[config.mk]
export PLATFORM = sky130hd
export DESIGN_NAME = timer_arbiter
export DESIGN_NICKNAME = d
export VERILOG_FILES = /design/src/rtl/timer_arb_pkg.sv /design/src/rtl/rr_pick.sv /design/src/rtl/timer_arbiter.sv
export SDC_FILE = /design/constraint.sdc
export NUM_CORES = 1
export LEC_CHECK = 0
export CORE_MARGIN = 3
export CORE_UTILIZATION = 44
export DETAILED_ROUTE_END_ITERATION = 8
export PLACE_DENSITY_LB_ADDON = 0.1
export SETUP_SLACK_MARGIN = 0.2
export SYNTH_ARGS = -nofsm -noshare
export SYNTH_HDL_FRONTEND = slang
export SYNTH_HIERARCHICAL = 1
export SYNTH_SLANG_ARGS = --single-unit
[constraint.sdc]
create_clock -name clk -period 2.6 [get_ports clk]
set_input_delay 0.26 -clock clk [delete_from_list [all_inputs] [get_ports clk]]
set_output_delay 0.26 -clock clk [all_outputs]
set_load 0.01 [all_outputs]
[src/rtl/timer_arb_pkg.sv]
// Shared definitions for the timer arbiter slice.
//   tarb_state_t : arbiter FSM encoding (IDLE, RUN, DONE)
//   MAX_NREQ     : largest supported requester count
//   idx_w()      : width of a requester index for a given requester count
package timer_arb_pkg;

   localparam int MAX_NREQ = 8;

   typedef enum logic [1:0] {
      IDLE = 2'd0,
      RUN  = 2'd1,
      DONE = 2'd2
   } tarb_state_t;

   // A single requester still needs a 1-bit index so ports never collapse
   // to zero width.
   function automatic int idx_w(input int n);
      return (n > 1) ? $clog2(n) : 1;
   endfunction

endpackage

[src/rtl/rr_pick.sv]
// Combinational round-robin picker.
// Scans req starting at ptr+1 and wrapping modulo N; the first set bit wins,
// so the requester at ptr itself ranks last.
// Ports:
//   req    in  N   request vector
//   ptr    in  IW  index of the most recent owner
//   valid  out 1   at least one request is set
//   idx    out IW  winning index (0 when valid=0)
//   onehot out N   one-hot form of idx (all-zero when valid=0)
module rr_pick #(
   parameter int N  = 4,
   parameter int IW = (N > 1) ? $clog2(N) : 1
) (
   input  logic [N-1:0]  req,
   input  logic [IW-1:0] ptr,
   output logic          valid,
   output logic [IW-1:0] idx,
   output logic [N-1:0]  onehot
);

   always_comb begin
      int j;
      valid  = 1'b0;
      idx    = '0;
      onehot = '0;
      j      = 0;
      // Walk from the farthest candidate back to the nearest so the nearest
      // set request (in wrap order after ptr) is the one left standing.
      for (int k = N; k >= 1; k--) begin
         j = int'(ptr) + k;
         if (j >= N) begin
            j = j - N;
         end
         if (req[j]) begin
            valid = 1'b1;
            idx   = IW'(j);
         end
      end
      if (valid) begin
         onehot[idx] = 1'b1;
      end
   end

endmodule

[src/rtl/timer_arbiter.sv]
// Shares one down-counting timer among NREQ requesters.
// A requester raises req[i] with its timeout in len[i*dw +: dw]; the block
// grants round-robin, loads the counter at grant, decrements on each tick
// and pulses done[i] for one cycle when the count expires. Dropping req
// while owning the timer cancels it without a done pulse.
// Ports:
//   clk       in  1        system clock (posedge)
//   reset     in  1        asynchronous active-high reset
//   tick      in  1        timebase enable for the decrement
//   req       in  NREQ     request levels
//   len       in  NREQ*dw  flattened timeout lengths, sampled at grant
//   gnt       out NREQ     one-hot owner, zero when idle
//   done      out NREQ     one-cycle expiry pulse to the owner
//   busy      out 1        state is not IDLE
//   count     out dw       remaining tick count
//   dbg_state out 2        current FSM state, for observation
// Handshake: req is a level held by the requester. gnt rises the edge after
// req is seen in IDLE; the requester keeps req high until it sees done, then
// drops it. Dropping req before done is a cancel.
module timer_arbiter
   import timer_arb_pkg::*;
#(
   parameter int NREQ = 4,
   parameter int dw   = 8
) (
   input  logic               clk,
   input  logic               reset,
   input  logic               tick,
   input  logic [NREQ-1:0]    req,
   input  logic [NREQ*dw-1:0] len,
   output logic [NREQ-1:0]    gnt,
   output logic [NREQ-1:0]    done,
   output logic               busy,
   output logic [dw-1:0]      count,
   output tarb_state_t        dbg_state
);

   localparam int IW = idx_w(NREQ);

   tarb_state_t      state_q, state_d;
   logic [NREQ-1:0]  gnt_q, gnt_d;
   logic [dw-1:0]    count_q, count_d;
   logic [IW-1:0]    ptr_q, ptr_d;
   logic [IW-1:0]    owner_q, owner_d;

   logic             pick_valid;
   logic [IW-1:0]    pick_idx;
   logic [NREQ-1:0]  pick_onehot;
   logic [dw-1:0]    pick_len;

   rr_pick #(
      .N  (NREQ),
      .IW (IW)
   ) u_pick (
      .req    (req),
      .ptr    (ptr_q),
      .valid  (pick_valid),
      .idx    (pick_idx),
      .onehot (pick_onehot)
   );

   assign pick_len = len[int'(pick_idx)*dw +: dw];

   always_comb begin
      state_d = state_q;
      gnt_d   = gnt_q;
      count_d = count_q;
      ptr_d   = ptr_q;
      owner_d = owner_q;
      unique case (state_q)
         IDLE: begin
            if (pick_valid) begin
               gnt_d   = pick_onehot;
               owner_d = pick_idx;
               count_d = pick_len;
               // A zero-length request expires without needing any tick.
               state_d = (pick_len == '0) ? DONE : RUN;
            end
         end
         RUN: begin
            // Cancel wins over a tick in the same cycle; count stays frozen.
            if (!req[owner_q]) begin
               gnt_d   = '0;
               ptr_d   = owner_q;
               state_d = IDLE;
            end else if (tick) begin
               if (count_q == dw'(1)) begin
                  count_d = '0;
                  state_d = DONE;
               end else if (count_q != '0) begin
                  count_d = count_q - dw'(1);
               end
            end
         end
         DONE: begin
            // Moving ptr to the owner makes it rank last at the next pick.
            gnt_d   = '0;
            ptr_d   = owner_q;
            state_d = IDLE;
         end
         default: begin
            gnt_d   = '0;
            state_d = IDLE;
         end
      endcase
   end

   always_ff @(posedge clk or posedge reset) begin
      if (reset) begin
         state_q <= IDLE;
         gnt_q   <= '0;
         count_q <= '0;
         ptr_q   <= IW'(NREQ - 1);
         owner_q <= '0;
      end else begin
         state_q <= state_d;
         gnt_q   <= gnt_d;
         count_q <= count_d;
         ptr_q   <= ptr_d;
         owner_q <= owner_d;
      end
   end

   assign done      = (state_q == DONE) ? gnt_q : '0;
   assign busy      = (state_q != IDLE);
   assign gnt       = gnt_q;
   assign count     = count_q;
   assign dbg_state = state_q;

endmodule
* After elaboration in Yosys (flattened, before gate mapping)
Index checks and enable logic that the tools add are counted.
Word-level totals: bits of input ports 39, logic and storage cells 94, register bits after elaboration 18
Cells by class: magnitude comparators 11, shifts and indexed selects 1, $add $sub $neg 9, multiplexer cells 46, reductions and logical operators 12, equality and inequality tests 10
Operator list (count):
- greater-or-equal comparator 32 x 4 -> 1 bit (second input constant) | 4
- less-than comparator 32 x 4 -> 1 bit (second input constant) | 4
- two-way mux 32 bit | 4
- subtractor 32 x 4 -> 32 bit (second input constant) | 4
- two-way mux 8 bit | 5
- variable part select 32 x 6 -> 8 bit | 1
- two-way mux 2 bit | 10
- one-hot mux 8 bit (2 select lines) | 1
- two-way mux 1 bit | 14
- two-way mux 4 bit | 3
- binary-select mux 1 bit (select 2 bit) | 5
- != test 3 bit (second input constant) | 3
- equality test 8 x 1 -> 1 bit (second input constant) | 1
- logical NOT 8 bit | 1
- != test 2 bit (second input constant) | 4
- one-hot mux 2 bit (2 select lines) | 2
- one-hot mux 4 bit (2 select lines) | 1
- nonzero test 8 bit | 1
- subtractor 8 x 1 -> 8 bit (second input constant) | 1
- adder 2 x 2 -> 3 bit (second input constant) | 2
- less-than comparator 2 x 3 -> 1 bit (second input constant) | 2
- AND reduction 2 bit | 3
- nonzero test 2 bit | 3
- AND reduction 5 bit | 1
- 9 further kinds | 9

* Depth between registers and ports, before layout
word-level depth 16, mapped depth 9, depth with buffers taken out 7

* Modules after synthesis
Netlist, hierarchy kept.
By module, submodules not included:
- timer_arbiter | area an instance 1267.5 um^2, seq. area each 452.9 um^2, cells an instance 117, times used 1
- rr_pick | area an instance 244.0 um^2, seq. area each 0.0 um^2, cells an instance 34, times used 1

* Worst setup path before layout
OpenSTA, ideal clock, no wires.
path kind register to register, from reg ptr_q[1], to reg state_q[0] (netlist: dbg_state[0]), arrival 2.232 ns, required time 2.478 ns, setup time 0.122 ns, path slack 0.247 ns, buffers on the path 2, clock period less this slack 2.353 ns, stages on the path, launching flop included 9, path through dfstp_2 buf_6 a21oi_1 o221ai_1 buf_2 mux4_2 nor4_1 nand2_1 a32o_1
On the way: word-level cells in the longest chain between the ends 15, elaborated cells between the ends (all ways) 43, those cells by class add/sub: 8; order compare: 4; eq/ne: 1; shift: 1; mux: 27; reduce/logical: 2
Ends and longest elaborated chain:
- start: declaration | line timer_arbiter.sv:43 | logic [IW-1:0] ptr_q, ptr_d;
- start signal: assignment | line timer_arbiter.sv:113 | ptr_q <= IW'(NREQ - 1);
- start signal: assignment | line timer_arbiter.sv:119 | ptr_q <= ptr_d;
- adder 2 x 3 -> 4 bit | line rr_pick.sv:30 | j = int'(ptr) + k;
- subtractor 32 x 4 -> 32 bit or greater-or-equal comparator 32 x 4 -> 1 bit (tied branches) | line rr_pick.sv:32, rr_pick.sv:31
- two-way mux 32 bit | line rr_pick.sv:31 | if (j >= N) begin
- binary-select mux 1 bit (select 2 bit) | line rr_pick.sv:34 | if (req[j]) begin
- two-way mux 1 bit (not written as such) (2 in series) | line rr_pick.sv:34
- two-way mux 2 bit (3 in series) | line rr_pick.sv:34
- two-way mux 2 bit (*) | line rr_pick.sv:34
- named net pick_idx[0] | line timer_arbiter.sv:47 | logic [IW-1:0] pick_idx;
- variable part select 32 x 6 -> 8 bit (*) | line timer_arbiter.sv:62 | assign pick_len = len[int'(pick_idx)*dw +: dw];
- logical NOT 8 bit (*) | line timer_arbiter.sv:77 | state_d = (pick_len == '0) ? DONE : RUN;
- two-way mux 2 bit (*) | line timer_arbiter.sv:77
- two-way mux 2 bit (*) | line timer_arbiter.sv:72 | if (pick_valid) begin
- one-hot mux 2 bit (2 select lines) (*) | line timer_arbiter.sv:70 | unique case (state_q)
- end signal: assignment | line timer_arbiter.sv:116 | state_q <= state_d;
- end: declaration | line timer_arbiter.sv:40 | tarb_state_t state_q, state_d;
Mark *: on every way through the listed nets, which the timed path passes. The rest lies on a longest branch. The select of a mux whose other input is x is not followed. A chain may end at the register's enable or synchronous reset.

* Final worst setup path
Ends and elaborated chain as after synthesis.

==> out/metrics.yaml <==
clocking:
  cts_buffers: 3
  clk_pin_slew_worst_paths_ns: 0.11
  cts_hold_buffers: 0
  clkSinkCount: 18
  clockRootBuffer: "clkbuf_4"
  cts_tree: "yes"
  cts_max_path_buffers: 2
  htree_levels: 1
  insertion_delay_ns: 0.30
detailed_routing:
  detail_route.wirelength_um: 4140
  drt_iter0_markers: 172
  ant_nets: 0
  wire_per_inst_um: 15.8
  drt_first_pass_iters: 4
  via_count: 1548
  vias_per_cell: 5.93
  remaining_drc_errors: 0
yosys:
  ys.flop_type: "dfrtp_1"
  yosysWarnings: 6
  synthesis.nets: 193
  synth_edf_count: 0
  synth_common_cells: "16 x dfrtp_1, 12 x nor2_1, 9 x mux4_2, 8 x inv_1"
  netlist_instances: 151
  netlist-cell-type-count: 53
  synthArstFlopShare_pct: 100
  synth_seq_area_share_pct: 30.0
  ys_top_cells_by_area: "dfrtp_1 26%, mux4_2 13%, a22o_1 4.1%, dfstp_2 3.5%, buf_6 3.0%"
  yosys.area.top_type: "dfrtp_1"
  synth_top_cell_area_share_pct: 26.5
  synth_seq_cells: 18
  yosysMostFrequentCell: "dfrtp_1"
  syn_area_mm2: 0.00151
  synth.avg_cell_area_um2: 10.0
final_layout:
  finalInstanceArea_mm2: 0.00228
  drive_above_1_share_pct: 24.4
  fillerInstances: 246
  diodes: 0
  area_growth_syn_to_layout_pct: 50.6
  final_nets: 260
power_and_ir_drop:
  p_comb_share_pct: 67.4
  p_sw_share_pct: 42.8
  p_clk_share_pct: 6.5
  irDropWorstVdd_mv: 0.457
  p_seq_share_pct: 26.1
  power.internal_mw: 1.33
  power_density_mw_per_mm2: 1020
  p_switching_mw: 0.990
  power.leakage_nw: 0.909
sta:
  fmax_mhz: 407
  fin_skew_ns: 0.00735
  tns_ns: 0
  max_slew_margin_pct: 56.1
  setup-violations-final: 0
  slew_violations: 0
  worstMarginPinSlew_ns: 0.658
  fin_crit_sh_pct: 94.6
  period_minus_slack_ns: 2.46
  rsz0062_at_grt: "yes"
  hold_violations: 0
setup_path:
  cp-end-kind: "register"
  slowest_delay_ns: 0.59
  crit_family: "flip-flops"
  critPathLaunchType: "register"
  worst_path_max_delay_cell: "dfstp_2"
  path_class: "register to register"
  worstPathArrival_ns: 2.65
  critPathBufInv: 1
  cp_max_fo: 6
  crit_chain: "nand2b_4, a21oi_2, o221ai_2, buf_6, mux4_2, nor4_4, nand2_2, a32o_1"
  worst_ep_required_time_ns: 2.79
floorplan:
  io_pins: 58
  die_width_um: 64.6
  start_util_pct: 47.9
  core_area_mm2: 0.00315
  die_h_um: 64.6
  rows: 20
  dieArea_mm2: 0.00417
placed_design:
  placed_area_mm2: 0.00216
  dp_hpwl_um: 3100
  place.gp.congestion: 0.839
  io_buffers: 57
grt:
  grt_pass1_vias: 1505
  antenna_found_initial: 0
  grt_pass1_wl_um: 6910
  grt_usage_pct: 20.9
  grt_remaining_overflow: 0
  grt_max_degree: 19
flow_run:
  max_cap_viol_count: 0
hold_path:
  worstHoldPathType: "primary input to async pin"
outcome:
  status: "complete, no violations"
[layout make-up]
cell class / count / area, um^2 / share of cell area, %
multi-input cells: 115 / 1020 / 44.9
repair buffers: 72 / 691 / 30.3
flip-flops and latches: 18 / 453 / 19.9
well taps: 44 / 55.1 / 2.42
inverters: 8 / 30.0 / 1.32
clock buffers: 4 / 26.3 / 1.15
[power by group through the flow]
stage | Combinational, mW | Sequential [mW] | Clock, mW
5_1_grt | 1.69 | 0.631 | 0.167
6_report | 1.56 | 0.604 | 0.150
3_3_place_gp | 1.39 | 0.592 | 0
4_1_cts | 1.46 | 0.599 | 0.152
2_1_floorplan | 0.950 | 0.595 | 0
3_5_place_dp | 1.42 | 0.603 | 0
[final timing paths]
kind	slack [ns]	startpoint	end	cells past startpoint
setup / recovery	0.14	ptr_q[1]	dbg_state[0]	8
hold / removal	0.35	reset	count[4]	2
setup reg to reg	0.14	ptr_q[1]	dbg_state[0]	8
hold reg to reg	0.52	gnt[3]	gnt[3]	1
max in group asynchronous	1.83	reset	owner_q[0]	2
min in group clk	0.52	gnt[3]	gnt[3]	1
[worst reg2reg max path, stage by stage (launching register included)]
cell and delay, ns:
dfstp_2 0.59, nand2b_4 0.14, a21oi_2 0.06, o221ai_2 0.23, buf_6 0.17, mux4_2 0.55
nor4_4 0.31, nand2_2 0.10, a32o_1 0.21
[registers in the layout, summed over array words and instances, names as in the netlist]
name and flops:
count 8, dbg_state 2, gnt 4, owner_q 2, ptr_q 2
[metal layers]
| layer | track usage [%] | wire length (um) | vias up |
|---|---|---|---|
| met1 | 29.4 | 1780 | 736 |
| li1 | - | - | 717 |
| met5 | 0 | 0 | - |
| met2 | 32.9 | 1900 | 87 |
| met3 | 3.29 | 409 | 8 |
| met4 | 7.12 | 50 | 0 |
[cell families (layout without fill, tap and decap cells)]
| kind of cell | Yosys count | after routing | synth area share [%] |
|---|---|---|---|
| muxes | 15 | 15 | 17.7 |
| adders and majority gates | 3 | 3 | 2.48 |
| buffers and inverters | 18 | 84 | 6.70 |
| AOI/OAI and AO/OA | 49 | 49 | 24.8 |
| and+or+nand+nor | 48 | 48 | 18.4 |
| DFF | 18 | 18 | 30.0 |
[stage by stage]
step	power [mW]	instances	utilization, %	setup slack, ns	hold WS [ns]
3_3_place_gp	1.99	254	68.4	-0.0371	0.500
5_1_grt	2.49	261	72.2	0.0214	0.399
2_1_floorplan	1.54	151	-	0.247	0.197
3_5_place_dp	2.02	254	68.4	-0.108	0.502
4_1_cts	2.22	260	70.2	0.200	0.383
6_report	2.32	261	72.2	0.141	0.348
[repair_timing]
action | in CTS | in global routing
pin swaps | 1 | 3
gates cloned | 1 | 0
resized for setup | 5 | 10
setup endpoints to repair | 2 | 3
buffers inserted | 1 | 1
[layout by cell type (no fill, tap or decap), types with 3 or more instances in the layout]
| master | instances |
|---|---|
| ha_1 | 3 |
| buf_4 | 13 |
| and2_1 | 5 |
| a22o_1 | 7 |
| dfrtp_1 | 16 |
| clkbuf_4 | 3 |
| mux2_2 | 4 |
| o22ai_1 | 7 |
| inv_1 | 8 |
| o21ai_0 | 3 |
| o21bai_1 | 3 |
| a21oi_1 | 5 |
| mux4_2 | 9 |
| nand2_1 | 4 |
| clkdlybuf4s50_1 | 57 |
| nor2_1 | 12 |
Note: power is estimated with default switching activity, not from simulation.
